[config.mk]
export PLATFORM = sky130hd
export DESIGN_NAME = evenodd_classifier
export DESIGN_NICKNAME = d
export VERILOG_FILES = /design/src/rtl/evenodd_pkg.sv /design/src/rtl/eo_sat_counter.sv /design/src/rtl/evenodd_classifier.sv
export SDC_FILE = /design/constraint.sdc
export NUM_CORES = 1
export LEC_CHECK = 0
export BUFFER_PORTS_ARGS = -buffer_cell sky130_fd_sc_hd__buf_2
export CORE_ASPECT_RATIO = 0.8
export CORE_UTILIZATION = 57
export CTS_BUF_LIST = sky130_fd_sc_hd__clkbuf_16
export DETAILED_ROUTE_END_ITERATION = 8
export PLACE_DENSITY = 0.82
export SLEW_MARGIN = 20
export SYNTH_ARGS = -nofsm -noshare
export SYNTH_HDL_FRONTEND = slang
export SYNTH_SLANG_ARGS = --single-unit
export TNS_END_PERCENT = 50
[constraint.sdc]
create_clock -name clk -period 4.8 [get_ports clk]
set_input_delay 1.2 -clock clk [delete_from_list [all_inputs] [get_ports clk]]
set_output_delay 1.2 -clock clk [all_outputs]
set_load 0.02 [all_outputs]
[src/rtl/evenodd_pkg.sv]
// Shared types and constants for the even/odd stream classifier.
package evenodd_pkg;

    typedef enum logic [1:0] {
        EO_IDLE = 2'd0,
        EO_EVEN = 2'd1,
        EO_ODD  = 2'd2
    } eo_state_t;

    localparam logic EO_MODE_NUM = 1'b0;  // classify by data_in[0]
    localparam logic EO_MODE_BIT = 1'b1;  // classify by XOR of all bits

endpackage

[src/rtl/eo_sat_counter.sv]
// Saturating up-counter with synchronous clear and load-to-one.
module eo_sat_counter #(
    parameter int W = 8
) (
    input  logic         clk,
    input  logic         reset_n,
    input  logic         inc,
    input  logic         load1,
    input  logic         clr,
    output logic [W-1:0] cnt
);

    localparam logic [W-1:0] CNT_MAX = '1;

    // NOTE: sequential state uses non-blocking assignments so every register samples pre-edge values.
    always_ff @(posedge clk or negedge reset_n) begin
        if (!reset_n) begin
            cnt <= '0;
        end else if (clr) begin
            cnt <= '0;
        end else if (load1) begin
            cnt <= W'(1);
        end else if (inc && (cnt != CNT_MAX)) begin
            cnt <= cnt + W'(1);
        end
    end

endmodule

[src/rtl/evenodd_classifier.sv]
// Streaming even/odd classifier with per-class totals and same-class run length.
module evenodd_classifier
    import evenodd_pkg::*;
#(
    parameter int WIDTH     = 8,
    parameter int CNT_W     = 16,
    parameter int RUN_W     = 8,
    parameter int STREAK_TH = 4
) (
    input  logic             clk,
    input  logic             reset_n,
    input  logic             in_valid,
    input  logic [WIDTH-1:0] data_in,
    input  logic             mode,
    input  logic             clear,
    output logic             even,
    output logic             odd,
    output logic             out_valid,
    output logic [CNT_W-1:0] even_cnt,
    output logic [CNT_W-1:0] odd_cnt,
    output logic [RUN_W-1:0] run_len,
    output logic             streak
);

    eo_state_t state;
    eo_state_t sample_state;
    logic      sample_odd;
    logic      accept;
    logic      same_class;

    assign sample_odd   = (mode == EO_MODE_BIT) ? ^data_in : data_in[0];
    assign sample_state = sample_odd ? EO_ODD : EO_EVEN;
    assign accept       = in_valid && !clear;
    // From IDLE this is never true, so the first sample after reset/clear reloads run_len to 1.
    assign same_class   = (state == sample_state);

    always_ff @(posedge clk or negedge reset_n) begin
        if (!reset_n) begin
            state     <= EO_IDLE;
            out_valid <= 1'b0;
        end else if (clear) begin
            state     <= EO_IDLE;
            out_valid <= 1'b0;
        end else begin
            out_valid <= in_valid;
            if (in_valid) begin
                state <= sample_state;
            end
        end
    end

    eo_sat_counter #(.W(CNT_W)) u_even_cnt (
        .clk     (clk),
        .reset_n (reset_n),
        .inc     (accept && !sample_odd),
        .load1   (1'b0),
        .clr     (clear),
        .cnt     (even_cnt)
    );

    eo_sat_counter #(.W(CNT_W)) u_odd_cnt (
        .clk     (clk),
        .reset_n (reset_n),
        .inc     (accept && sample_odd),
        .load1   (1'b0),
        .clr     (clear),
        .cnt     (odd_cnt)
    );

    eo_sat_counter #(.W(RUN_W)) u_run_cnt (
        .clk     (clk),
        .reset_n (reset_n),
        .inc     (accept && same_class),
        .load1   (accept && !same_class),
        .clr     (clear),
        .cnt     (run_len)
    );

    assign even   = (state == EO_EVEN);
    assign odd    = (state == EO_ODD);
    assign streak = (run_len >= RUN_W'(STREAK_TH));

endmodule
==> flow_metrics.tcl <==
set metrics [dict create \
    cts_sinks 43 \
    drv_cap 0 \
    ir_drop_mv 0.153 \
    route.antenna.remaining_nets 0 \
    groute.usage.overall 0.270 \
    routed_via_density 6.21 \
    critPathMaxFanout 39 \
    critPathCaptureType "flop" \
    global_route_wire_length_before_repair_um 9940 \
    critPathLaunchType "primary input" \
    final-hold-violation-count 0 \
    synthTopCellsByCount "sky130_fd_sc_hd__dfrtp_1, sky130_fd_sc_hd__a21oi_1, sky130_fd_sc_hd__or3_1" \
    clk_pin_slew_ns 0.06 \
    routabilityCongestion 0.785 \
    most_frequent_cell_after_synthesis "sky130_fd_sc_hd__dfrtp_1" \
    report.final.setup_viol 0 \
    critical_path_arrival_ns 3.57 \
    post-cts-setup-buffer-count 0 \
    globalRoute.totalOverflow 0 \
    route.top_layer_used "met4" \
    synth.top_cell.area_share 0.421 \
    clk-insertion-delay-late_ns 0.28 \
    rsz0062_at_grt "false" \
    routedLengthMet1_um 2920 \
    drt_pass1_iterations 4 \
    die_height_um 61.9 \
    fin_nets 348 \
    fin_setup_tns_ns 0 \
    path_class "primary input to flop" \
    cts_root_buffer "sky130_fd_sc_hd__clkbuf_16" \
    initial_core_util 0.604 \
    timing_max_transition_violations_final 0 \
    i_o_pin_count 57 \
    numCtsBuffers 5 \
    htree_levels 2 \
    finClkSkew_ns 0.00255 \
    power_per_cell_area_mw_per_mm2 264 \
    synth_top_area_cell "sky130_fd_sc_hd__dfrtp_1" \
    synth_edf_count 0 \
    antenna_found_initial 0 \
    hold_path.class "flop to flop" \
    post_drt_wl_per_cell_um 15.1 \
    timing.fmax_ghz 0.297 \
    grt_start_max_net_pins 44 \
    outcome "finished, final reports clean" \
    final.min_clock_period_ns 3.37 \
    syn2layout_area_growth_pct 17.0 \
    async_flop_share 1.00 \
    syn_area_sq_mm 0.00255 \
    fillCellCount 345 \
    ys_dominant_reg_cell "sky130_fd_sc_hd__dfrtp_1" \
    totalWireLength_um 5890 \
    cts_resized 0 \
    ys_ff_latch 43 \
    yosys_warnings 0 \
    ys_top_cells_by_area "sky130_fd_sc_hd__dfrtp_1, sky130_fd_sc_hd__or3_1, sky130_fd_sc_hd__a21oi_1" \
    die_x_um 76.9 \
    area_of_the_placeable_core_sq_mm 0.00423 \
    final_layout_size_suffix_gt1_frac 0.202 \
    synth_cell_types 48 \
    synth.avg_cell_area_sq_um 9.06 \
    placement.io_buffers 56 \
    row_count 21 \
    floorplan.die_area_sq_mm 0.00476 \
    total_leakage_power_nw 1.35 \
    remaining_drc_errors 0 \
    wl_met3_um 321 \
    worst_slew_pin_slew_ns 0.948 \
    dr_vias 2415 \
    cts-root-to-sink-buffers 2 \
    antenna_cells 0 \
    detailedRoute.firstIterationViolations 237 \
    syn-num-nets 299 \
    final.period_utilization 0.702 \
    dpl.hpwl_um 4160 \
    post-layout-total-power_w 0.000790 \
    tritoncts_clock_tree "done" \
    critPathRequiredTime_ns 5.00 \
    wl_met2_um 2580 \
    ys_seq_area_frac 0.421 \
    syn_inst 282 \
    worst_slew_margin_rel 0.368 \
    post_cts_hold_buffer_count 0 \
    via_count_of_the_first_global_routing_pass 2076 \
]
## layout make-up
type                       instances  area [sq um]  share of cell area
clock buffer                       5           125              0.0419
sequential                        43          1080               0.360
timing repair buffer              56           280              0.0938
multi-input combinational        212          1370               0.459
clock inverter                     3          16.3             0.00544
inverter                          13          48.8              0.0163
tap                               57          71.3              0.0239
## final timing paths
kind                                               from                             to  slack (ns)  depth (start not counted)
hold reg to reg            u_odd_cnt.cnt[8]$_DFFE_PN0P_   u_odd_cnt.cnt[8]$_DFFE_PN0P_        0.55                          1
hold / removal             u_odd_cnt.cnt[8]$_DFFE_PN0P_   u_odd_cnt.cnt[8]$_DFFE_PN0P_        0.55                          1
setup reg to reg           u_odd_cnt.cnt[0]$_DFFE_PN0P_   u_odd_cnt.cnt[1]$_DFFE_PN0P_        2.28                          7
max in group asynchronous                       reset_n   u_run_cnt.cnt[7]$_DFFE_PN0P_        3.15                          1
setup / recovery                                  clear  u_even_cnt.cnt[9]$_DFFE_PN0P_        1.43                          5
min in group asynchronous                       reset_n   u_run_cnt.cnt[2]$_DFFE_PN0P_        1.07                          1
## critical path, cell delays in order
cell and delay (ns):
sky130_fd_sc_hd__buf_2 0.32, sky130_fd_sc_hd__nor2b_1 0.65, sky130_fd_sc_hd__nand3_2 0.58, sky130_fd_sc_hd__or4_1 0.65, sky130_fd_sc_hd__a21oi_1 0.15
## through the flow
step           utilization  setup slack (ns)  cells  hold WS [ns]  cell area [sq um]
6_report             0.707              1.43    389         0.546               2990
5_1_grt              0.707              1.21    389         0.590               2990
4_1_cts              0.707              1.47    389         0.543               2990
3_5_place_dp         0.673              1.19    381         0.533               2850
3_3_place_gp         0.672              1.26    381         0.519               2840
2_1_floorplan            -              1.85    282         0.501               2550
## kinds of logic (layout without fill, tap and decap cells)
kind of cell,count (synthesis),count (layout),share of synthesized area
muxes,4,4,0.0157
DFF,43,43,0.421
xor gates and xnor gates,7,7,0.0441
adders and majority gates,4,4,0.0196
AOI/OAI and AO/OA,84,84,0.205
buffers and inverters,27,77,0.0441
and+or+nand+nor,113,113,0.250
## cell usage in the layout (no fill, tap or decap), types with 6 or more instances in the layout
master	n
sky130_fd_sc_hd__a21oi_1	25
sky130_fd_sc_hd__and3_1	8
sky130_fd_sc_hd__buf_2	56
sky130_fd_sc_hd__dfrtp_1	43
sky130_fd_sc_hd__inv_1	13
sky130_fd_sc_hd__nand2_1	18
sky130_fd_sc_hd__nand3_1	14
sky130_fd_sc_hd__nand4_1	13
sky130_fd_sc_hd__nor2_1	12
sky130_fd_sc_hd__o21ai_0	16
sky130_fd_sc_hd__o21ai_1	7
sky130_fd_sc_hd__o31ai_1	6
sky130_fd_sc_hd__or3_1	21
sky130_fd_sc_hd__or4_1	6
## where the power goes
| part | leakage [nW] | internal [W] | switching, W |
|---|---|---|---|
| Combinational | 0.681 | 0.0000324 | 0.0000621 |
| Sequential | 0.596 | 0.000367 | 0.00000533 |
| Clock | 0.0710 | 0.000190 | 0.000134 |
| Total | 1.35 | 0.000589 | 0.000201 |
## per-layer routing
metal  up-vias  GRT usage
met5         -          0
met4         0      0.104
met3         8     0.0540
met2        65      0.398
met1      1169      0.394
li1       1173          -
## flip-flops by register name, indices dropped and copies added (netlist names)
register        count
u_even_cnt.cnt     16
u_odd_cnt.cnt      16
state               2
u_run_cnt.cnt       8
out_valid           1
Note: power is estimated with default switching activity, not from simulation.
